## src/rtl/pipeline_merge_arbitrated.sv

```systemverilog
// Merges INPUT_COUNT skid-buffered ready/valid streams into one registered
// output stream using fixed-priority or round-robin arbitration, with an
// optional packet lock that holds the grant until the last-flagged word.
module pipeline_merge_arbitrated #(
    parameter int unsigned WORD_WIDTH  = 8,
    parameter int unsigned INPUT_COUNT = 4,
    parameter string       ARBITRATION = "PRIORITY",
    parameter int unsigned PACKET_MODE = 0,
    localparam int unsigned TOTAL_WIDTH = WORD_WIDTH * INPUT_COUNT
) (
    input  logic                   clock,
    input  logic                   clear_n,
    input  logic [INPUT_COUNT-1:0] input_valid,
    output logic [INPUT_COUNT-1:0] input_ready,
    input  logic [TOTAL_WIDTH-1:0] input_data,
    input  logic [INPUT_COUNT-1:0] input_last,
    output logic                   output_valid,
    input  logic                   output_ready,
    output logic [WORD_WIDTH-1:0]  output_data,
    output logic                   output_last,
    output logic [INPUT_COUNT-1:0] output_source,
    output logic                   locked
);

    localparam int unsigned PTR_W  = (INPUT_COUNT > 1) ? $clog2(INPUT_COUNT) : 1;
    localparam bit          IS_RR  = (ARBITRATION == "ROUND_ROBIN");
    localparam bit          PKT_EN = (PACKET_MODE != 0);

    // Elaboration-time parameter sanity
    if (WORD_WIDTH < 1) begin : g_bad_width
        $error("pipeline_merge_arbitrated: WORD_WIDTH must be >= 1");
    end
    if (INPUT_COUNT < 2) begin : g_bad_count
        $error("pipeline_merge_arbitrated: INPUT_COUNT must be >= 2");
    end
    if (!(ARBITRATION == "PRIORITY" || ARBITRATION == "ROUND_ROBIN")) begin : g_bad_arb
        $error("pipeline_merge_arbitrated: ARBITRATION must be PRIORITY or ROUND_ROBIN");
    end

    typedef enum logic {
        ST_UNLOCKED = 1'b0,
        ST_LOCKED   = 1'b1
    } lock_state_t;

    logic [WORD_WIDTH-1:0]  head_data [INPUT_COUNT];
    logic [INPUT_COUNT-1:0] head_last;
    logic [INPUT_COUNT-1:0] head_valid;
    logic [INPUT_COUNT-1:0] cand;
    logic [INPUT_COUNT-1:0] grant;
    logic [PTR_W-1:0]       grant_idx;
    logic [PTR_W-1:0]       rr_ptr_q;
    logic [PTR_W-1:0]       lock_idx_q;
    logic [PTR_W-1:0]       lock_idx_d;
    lock_state_t            state_q;
    lock_state_t            state_d;
    logic                   can_load;
    logic                   transfer;
    logic [WORD_WIDTH-1:0]  win_data;
    logic                   win_last;

    assign can_load = ~output_valid | output_ready;
    assign transfer = can_load & (|cand);
    assign win_data = head_data[grant_idx];
    assign win_last = head_last[grant_idx];

    for (genvar i = 0; i < INPUT_COUNT; i++) begin : g_skid
        logic [WORD_WIDTH-1:0] d0;
        logic [WORD_WIDTH-1:0] d1;
        logic                  l0;
        logic                  l1;
        logic [1:0]            cnt;
        logic                  rdy_q;
        logic                  push;
        logic                  pop;

        assign push          = input_valid[i] & rdy_q;
        assign pop           = transfer & grant[i];
        assign head_data[i]  = d0;
        assign head_last[i]  = l0;
        assign head_valid[i] = (cnt != 2'd0);
        assign input_ready[i] = rdy_q;

        // Two-entry skid buffer; entry 0 is the head, ready drops only when full
        always_ff @(posedge clock or negedge clear_n) begin
            if (!clear_n) begin
                d0    <= '0;
                d1    <= '0;
                l0    <= 1'b0;
                l1    <= 1'b0;
                cnt   <= 2'd0;
                rdy_q <= 1'b1;
            end else begin
                case (cnt)
                    2'd0: begin
                        if (push) begin
                            d0  <= input_data[WORD_WIDTH*i +: WORD_WIDTH];
                            l0  <= input_last[i];
                            cnt <= 2'd1;
                        end
                    end
                    2'd1: begin
                        if (push && pop) begin
                            d0 <= input_data[WORD_WIDTH*i +: WORD_WIDTH];
                            l0 <= input_last[i];
                        end else if (push) begin
                            d1    <= input_data[WORD_WIDTH*i +: WORD_WIDTH];
                            l1    <= input_last[i];
                            cnt   <= 2'd2;
                            rdy_q <= 1'b0;
                        end else if (pop) begin
                            cnt <= 2'd0;
                        end
                    end
                    default: begin
                        if (pop) begin
                            d0    <= d1;
                            l0    <= l1;
                            cnt   <= 2'd1;
                            rdy_q <= 1'b1;
                        end
                    end
                endcase
            end
        end
    end

    // Candidate set: buffered inputs, restricted to the owner while locked
    always_comb begin
        cand = '0;
        for (int unsigned i = 0; i < INPUT_COUNT; i++) begin
            cand[i] = head_valid[i] & (~locked | (lock_idx_q == PTR_W'(i)));
        end
    end

    // Grant selection: lowest index, or first found scanning up from rr_ptr+1
    always_comb begin
        int unsigned idx;
        logic        found;
        grant     = '0;
        grant_idx = '0;
        found     = 1'b0;
        idx       = 0;
        if (IS_RR) begin
            for (int unsigned k = 1; k <= INPUT_COUNT; k++) begin
                idx = 32'(rr_ptr_q) + k;
                if (idx >= INPUT_COUNT) begin
                    idx = idx - INPUT_COUNT;
                end
                if (!found && cand[PTR_W'(idx)]) begin
                    grant[PTR_W'(idx)] = 1'b1;
                    grant_idx          = PTR_W'(idx);
                    found              = 1'b1;
                end
            end
        end else begin
            for (int unsigned i = 0; i < INPUT_COUNT; i++) begin
                if (!found && cand[i]) begin
                    grant[i]  = 1'b1;
                    grant_idx = PTR_W'(i);
                    found     = 1'b1;
                end
            end
        end
    end

    // Output register: loads on transfer, empties when drained without refill
    always_ff @(posedge clock or negedge clear_n) begin
        if (!clear_n) begin
            output_valid  <= 1'b0;
            output_data   <= '0;
            output_last   <= 1'b0;
            output_source <= '0;
        end else if (transfer) begin
            output_valid  <= 1'b1;
            output_data   <= win_data;
            output_last   <= win_last;
            output_source <= grant;
        end else if (output_ready) begin
            output_valid  <= 1'b0;
        end
    end

    // Round-robin pointer follows the last winner (per packet in packet mode)
    always_ff @(posedge clock or negedge clear_n) begin
        if (!clear_n) begin
            rr_ptr_q <= PTR_W'(INPUT_COUNT - 1);
        end else if (transfer && (!PKT_EN || win_last)) begin
            rr_ptr_q <= grant_idx;
        end
    end

    // Lock state register
    always_ff @(posedge clock or negedge clear_n) begin
        if (!clear_n) begin
            state_q    <= ST_UNLOCKED;
            lock_idx_q <= '0;
        end else begin
            state_q    <= state_d;
            lock_idx_q <= lock_idx_d;
        end
    end

    // Lock next state: lock on a non-last transfer, release on the owner's last word
    always_comb begin
        state_d    = state_q;
        lock_idx_d = lock_idx_q;
        if (PKT_EN && transfer) begin
            case (state_q)
                ST_UNLOCKED: begin
                    if (!win_last) begin
                        state_d    = ST_LOCKED;
                        lock_idx_d = grant_idx;
                    end
                end
                default: begin
                    if (win_last) begin
                        state_d = ST_UNLOCKED;
                    end
                end
            endcase
        end
    end

    // Lock output decode, taken straight from the state register
    always_comb begin
        locked = 1'b0;
        if (state_q == ST_LOCKED) begin
            locked = 1'b1;
        end
    end

endmodule

```

## config.mk

```make
export PLATFORM = sky130hd
export DESIGN_NAME = pipeline_merge_arbitrated
export DESIGN_NICKNAME = d
export VERILOG_FILES = /design/src/rtl/pipeline_merge_arbitrated.sv
export SDC_FILE = /design/constraint.sdc
export NUM_CORES = 1
export LEC_CHECK = 0
export ABC_AREA = 1
export BUFFER_PORTS_ARGS = -buffer_cell sky130_fd_sc_hd__buf_4
export CAP_MARGIN = 15
export CORE_MARGIN = 1
export CORE_UTILIZATION = 58
export CTS_BUF_LIST = sky130_fd_sc_hd__clkbuf_16
export CTS_CLUSTER_DIAMETER = 200
export DETAILED_ROUTE_END_ITERATION = 6
export GPL_ROUTABILITY_DRIVEN = 0
export PLACE_DENSITY = 0.8
export RECOVER_POWER = 50
export SLEW_MARGIN = 20
export SYNTH_ARGS = -nofsm -noshare
export SYNTH_HDL_FRONTEND = slang
export SYNTH_SLANG_ARGS = --single-unit
```

## constraint.sdc

```tcl
create_clock -name clock -period 2.14 [get_ports clock]
set_clock_uncertainty 0.2 [all_clocks]
set_input_delay 0.107 -clock clock [delete_from_list [all_inputs] [get_ports clock]]
set_output_delay 0.107 -clock clock [all_outputs]
set_load 0.02 [all_outputs]
```

==> impl_metrics.yaml, run 1 <==
yosys:
  netlist_top_cells_count: "nand2_1 (195), dfrtp_1 (94), o21ai_0 (93)"
  yosysTopAreaCellShare_pct: 49.7
  syn_inst: 606
  syn_nets: 649
  synth-edff-count: 0
  synthArstFlopShare_pct: 100
  ys_seq_area_share_pct: 51.9
  syn_area_um2: 4730
  synth-seq-cells: 98
  synth.area.top_cells: "dfrtp_1 (50%), nand2_1 (15%), o21ai_0 (9.8%)"
  syn_avg_cell_area_um2: 7.81
  synth_flop_cell: "dfrtp_1"
  yosysWarnings: 0
  yosysTopAreaCell: "dfrtp_1"
  ys_types: 29
  yosysMostFrequentCell: "nand2_1"
power:
  vdd_ir_drop_max_mv: 0.630
  p_per_area_nw_per_um2: 956
  p_leak_nw: 3.08
place:
  dp.cells: 751
  post-dp-hpwl_um: 6910
  numPortBuffers: 60
detailed_routing:
  dr_total_vias: 4211
  drt_first_pass_iters: 7
  drtIter0Drc: 282
  antenna_left: 0
  wl_per_cell_um: 13.3
  drc_errors: 0
  wirelength_um: 10800
  routed_via_density: 5.21
sta:
  fmax_ghz: 0.522
  rsz0062_at_grt: "false"
  drv_slew: 0
  tightest_slew_ns: 0.846
  setup_violations: 0
  finalHoldViolations: 0
  tns_ns: 0
  min_period_ns: 1.92
  maxSlewHeadroom_pct: 43.6
  period_share_pct: 89.5
setup_path:
  r2r_cells: 8
  r2r_slack_ns: 0.22
  cp.required_ns: 2.15
  r2r_start: "g_skid[0].cnt[0]"
  criticalPathCategory: "reg2reg"
  start_kind: "flop"
  r2r-end: "g_skid[3].d0[6]"
  endpoint_kind: "flop"
  arrival_ns: 1.92
  path_max_fanout: 19
min_path:
  hold_end: "g_skid[2].cnt[0]"
  whs_path_depth: 5
  hold_class: "in2reg"
  worst_hold_startpoint: "input_valid[2]"
global_routing:
  grt_max_degree: 66
  grt_pass1_vias: 4044
  grt_first_pass_wirelength_um: 18500
  antenna_found_initial: 0
  grt-ovfl-total: 0
  track_usage_pct: 27.7
floorplanning:
  die_y_um: 92.3
  initial_core_util_pct: 60.6
  row_count: 32
  coreArea_um2: 7810
  ios: 62
  die_w_um: 92.3
  dieArea_um2: 8520
clock_tree:
  cts_root_buf: "clkbuf_16"
  cts_tree: "yes"
  cts_inserted_buffers: 9
  cts_max_path_buffers: 2
  clkTransAtPathRegs_ns: 0.07
  clk_latency_ns: 0.34
  clkSinkCount: 98
  htree_levels: 3
final_layout:
  fill_cells: 586
  finalNetCount: 745
  instances_no_fill: 809
  synthToLayoutAreaGrowth_pct: 25.1
  drive_gt1_share_pct: 15.6
  n_antenna_cell: 0
status:
  status: "complete, no violations"
job:
  drv_cap: 0
-- per-stage QoR --
step | area (um^2) | util, % | worst slack (ns) | hold slack (ns) | total power, mW
floorplan | 4730 | - | 0.464 | -0.389 | 3.54
global placement | 5270 | 67.4 | 0.277 | -0.125 | 4.07
detailed placement | 5270 | 67.4 | 0.243 | -0.115 | 4.11
CTS | 5950 | 76.2 | 0.146 | 0.0459 | 5.75
global route | 5920 | 75.8 | 0.0237 | 0.0930 | 6.03
finish | 5920 | 75.8 | 0.225 | 0.0522 | 5.66
-- worst max-delay path: stages (launching register included) --
cell	delay [ns]
dfrtp_1	0.43
nor2_4	0.19
nand2_2	0.10
nor2_1	0.18
nand3_1	0.18
nand2_1	0.11
nand2_2	0.20
nand2_1	0.11
o21ai_1	0.07
-- cell usage in the layout (no fill, tap or decap), types with 2 or more instances in the layout --
master	netlist	layout
nor2_2	2	2
clkbuf_16	0	9
dlygate4sd3_1	0	40
inv_2	4	4
clkbuf_1	12	14
buf_4	9	59
a21oi_1	2	2
o21ai_1	15	14
o21ai_2	9	10
o21ai_0	93	93
dfrtp_1	94	94
nand3_1	43	43
nor2_1	8	8
nand2_2	8	8
clkinv_2	0	6
inv_1	85	85
dfstp_2	4	4
nand2_1	195	195
-- worst max path at each step --
stage / start / to
after global placement: g_skid[1].cnt[1] / g_skid[1].d0[7]
after CTS: g_skid[1].cnt[1] / g_skid[1].d0[7]
after floorplan: output_valid / g_skid[1].d0[0]
final: g_skid[0].cnt[0] / g_skid[3].d0[6]
after detailed placement: g_skid[2].cnt[0] / g_skid[0].d0[0]
after global routing: output_ready / g_skid[3].d0[6]
-- report_power, final --
group          switching [mW]  total [mW]  internal (mW)
Sequential              0.161        2.32           2.16
Combinational            1.14        1.76          0.621
Clock                   0.681        1.57          0.894
Total                    1.98        5.66           3.67
-- layer usage --
layer  vias up  wire [um]  GRT usage (%)
met1      1986       4990           38.3
met3        22        310           3.78
met4         0        235           10.8
met2       116       5220           44.6
li1       2087          -              -
met5         -          0              0
-- cell type report --
| type | instances | area, um^2 | area share [%] |
|---|---|---|---|
| Inverter | 90 | 338 | 5.71 |
| Multi-Input combinational cell | 387 | 1780 | 30.0 |
| Clock buffer | 9 | 225 | 3.81 |
| Tap cell | 102 | 128 | 2.16 |
| Sequential cell | 98 | 2460 | 41.5 |
| Timing Repair Buffer | 116 | 932 | 15.8 |
| Clock inverter | 7 | 60.1 | 1.01 |
-- flip-flops by register name, summed over array words and instances (netlist names) --
name / count
output_valid: 1
output_data: 8
g_skid.l0: 4
g_skid.l1: 4
output_last: 1
g_skid.d1: 32
output_source: 4
g_skid.cnt: 8
g_skid.rdy_q: 4
g_skid.d0: 32
-- kinds of logic after synthesis --
group / count (synthesis) / share of synthesized area, %
AO/OA/AOI/OAI: 125 / 14.6
buffers and inverters: 121 / 10.6
flip-flops: 98 / 51.9
other: 1 / 0.0792
AND/OR/NAND/NOR: 261 / 22.8
-- repair_timing --
item / CTS / global route
hold buffers: 40 / 0
resized for setup: 0 / 1
endpoints found under the setup margin: 0 / 9
endpoints found under the hold margin: 157 / 0
setup buffers: 0 / 2
No activity file was read; power rests on OpenSTA's default activity.
==> inputs of run 2 (changes only) <==
--- a/config.mk
+++ b/config.mk
@@ -9,12 +9,12 @@
 export BUFFER_PORTS_ARGS = -buffer_cell sky130_fd_sc_hd__buf_4
 export CAP_MARGIN = 15
 export CORE_MARGIN = 1
-export CORE_UTILIZATION = 58
-export CTS_BUF_LIST = sky130_fd_sc_hd__clkbuf_16
+export CORE_UTILIZATION = 60
+export CTS_BUF_LIST = sky130_fd_sc_hd__clkbuf_2 sky130_fd_sc_hd__clkbuf_4 sky130_fd_sc_hd__clkbuf_8
 export CTS_CLUSTER_DIAMETER = 200
 export DETAILED_ROUTE_END_ITERATION = 6
 export GPL_ROUTABILITY_DRIVEN = 0
-export PLACE_DENSITY = 0.8
+export PLACE_DENSITY = 0.82
 export RECOVER_POWER = 50
 export SLEW_MARGIN = 20
 export SYNTH_ARGS = -nofsm -noshare
==> run 2 against run 1 <==
Net effect: combinational power rose by 3%; clock power fell by 15%; largest cell class unchanged; via count about the same; sequential cell count is the same; global-route usage up 0.12 points; sequential power about the same; final area decreased by 0.68%; die area is 3.3% lower; wire length shrank 2.2%; setup slack worse by 0.0077 ns; maximum frequency down 0.40%.
==> impl_metrics.yaml, run 2 (synthesis gave the netlist of run 1 again) <==
setup_path:
  r2r-end: "g_skid[1].d0[0]"
  r2r_start: "g_skid[1].cnt[1]"
  path_max_fanout: 21
  cp_slowest_cell: "dfrtp_1"
  crit_path_frequent_cell: "nand2_1"
  r2r_slack_ns: 0.22
  arrival_ns: 2.02
  r2r_cells: 9
  start_kind: "flop"
  path_buf_inv: 2
  criticalPathCategory: "reg2reg"
  max_stage_delay_ns: 0.38
  path_cells: "buf_4 > inv_1 > nand2_1 > nand3_2 > nand2_1 > nand2_2 > a21oi_4 > nand2_1 > o21ai_0"
  cp.required_ns: 2.23
  endpoint_kind: "flop"
  path_delay_family: "simple AND/OR/NAND/NOR gates"
sta:
  finalHoldViolations: 0
  tightest_slew_ns: 1.05
  drv_slew: 0
  maxSlewHeadroom_pct: 30.2
  setup_violations: 0
  timing.hold.ws_ns: 0.0342
  min_period_ns: 1.92
  period_share_pct: 89.9
  rsz0062_at_grt: "false"
  tns_ns: 0
  fmax_ghz: 0.520
floorplanning:
  coreArea_um2: 7690
  die_y_um: 90.8
  initial_core_util_pct: 61.6
  row_count: 32
  ios: 62
  dieArea_um2: 8250
  die_w_um: 90.8
place:
  post-dp-hpwl_um: 7330
  numPortBuffers: 60
detailed_routing:
  routed_via_density: 5.21
  wirelength_um: 10500
  drc_errors: 0
  wl_per_cell_um: 13.0
  dr_total_vias: 4212
  antenna_left: 0
  drt_first_pass_iters: 4
  drtIter0Drc: 236
min_path:
  worst_hold_startpoint: "input_valid[2]"
  hold_class: "in2reg"
  whs_path_depth: 5
  hold_end: "g_skid[2].cnt[0]"
clock_tree:
  post-cts-setup-buffers: 0
  clkSinkCount: 98
  cts_inserted_buffers: 9
  cts_root_buf: "clkbuf_8"
  htree_levels: 3
  clkTransAtPathRegs_ns: 0.09
  cts_tree: "yes"
  cts_resized: 0
  cts_max_path_buffers: 2
  clk_latency_ns: 0.38
global_routing:
  grt_first_pass_wirelength_um: 18000
  antenna_found_initial: 0
  grt_pass1_vias: 4000
  grt-ovfl-total: 0
  track_usage_pct: 27.9
  grt_max_degree: 43
final_layout:
  layout_commonest_cell: "nand2_1"
  final_core_util_pct: 76.5
  final_cell_mix: "nand2_1 (195), dfrtp_1 (94), o21ai_0 (93)"
  drive_gt1_share_pct: 16.0
  n_antenna_cell: 0
  biggestRegsByFlops: "g_skid.d0 x32, g_skid.d1 x32"
  finalNetCount: 744
  synthToLayoutAreaGrowth_pct: 24.2
power:
  p_leak_nw: 3.06
  vdd_ir_drop_max_mv: 0.784
  p_per_area_nw_per_um2: 930
status:
  status: "complete, no violations"
job:
  drv_cap: 0
[run 2: report_power, final]
group	total, mW	internal (mW)	switching [mW]
logic	1.81	0.652	1.15
clock network	1.33	0.668	0.665
registers	2.33	2.16	0.172
[run 2: stage by stage]
stage          instances  worst slack [ns]  cell area (um^2)  total power [mW]
2_1_floorplan        606             0.464              4730              3.54
3_3_place_gp         751             0.281              5290              4.07
3_5_place_dp         751             0.249              5290              4.14
4_1_cts              808             0.227              5920              5.52
5_1_grt              808           0.00286              5880              5.83
6_report             808             0.217              5880              5.47
[run 2: area by class of cell]
| type | count | area [um^2] |
|---|---|---|
| Clock buffer | 9 | 124 |
| Multi-Input combinational cell | 387 | 1770 |
| Clock inverter | 7 | 98.8 |
| Inverter | 90 | 338 |
| Fill cell | 547 | 1810 |
| Sequential cell | 98 | 2460 |
| Timing Repair Buffer | 115 | 958 |
| Tap cell | 102 | 128 |
[run 2: worst max-delay path by stage]
stage	endpoint	slack, ns	depth (start not counted)	startpoint
after global routing	g_skid[1].d0[2]	0.003	9	g_skid[1].cnt[1]
after floorplan	g_skid[1].d0[0]	0.46	7	output_valid
after CTS	g_skid[1].d0[5]	0.23	8	g_skid[1].cnt[1]
after global placement	g_skid[1].d0[5]	0.28	8	g_skid[1].cnt[1]
final	g_skid[1].d0[0]	0.22	9	g_skid[1].cnt[1]
after detailed placement	g_skid[1].d0[1]	0.25	8	g_skid[1].cnt[1]
[run 2: timing repair]
item	4_1_cts	5_1_grt
endpoints found under the hold margin	172	0
setup endpoints to repair	0	0
hold buffers	41	0
[run 2: per-layer routing]
| metal | wire length [um] | vias to the layer above | track usage [%] |
|---|---|---|---|
| met3 | 411 | 24 | 7.24 |
| met2 | 5210 | 107 | 45.3 |
| met1 | 4650 | 1991 | 36.5 |
| met4 | 240 | 0 | 9.39 |
| li1 | - | 2090 | - |
| met5 | 0 | - | 0 |
[run 2: worst register-to-register path, stage by stage (launching register included)]
cell and delay (ns):
dfrtp_1 0.38, buf_4 0.23, inv_1 0.09, nand2_1 0.08
nand3_2 0.12, nand2_1 0.13, nand2_2 0.09, a21oi_4 0.34
nand2_1 0.10, o21ai_0 0.09
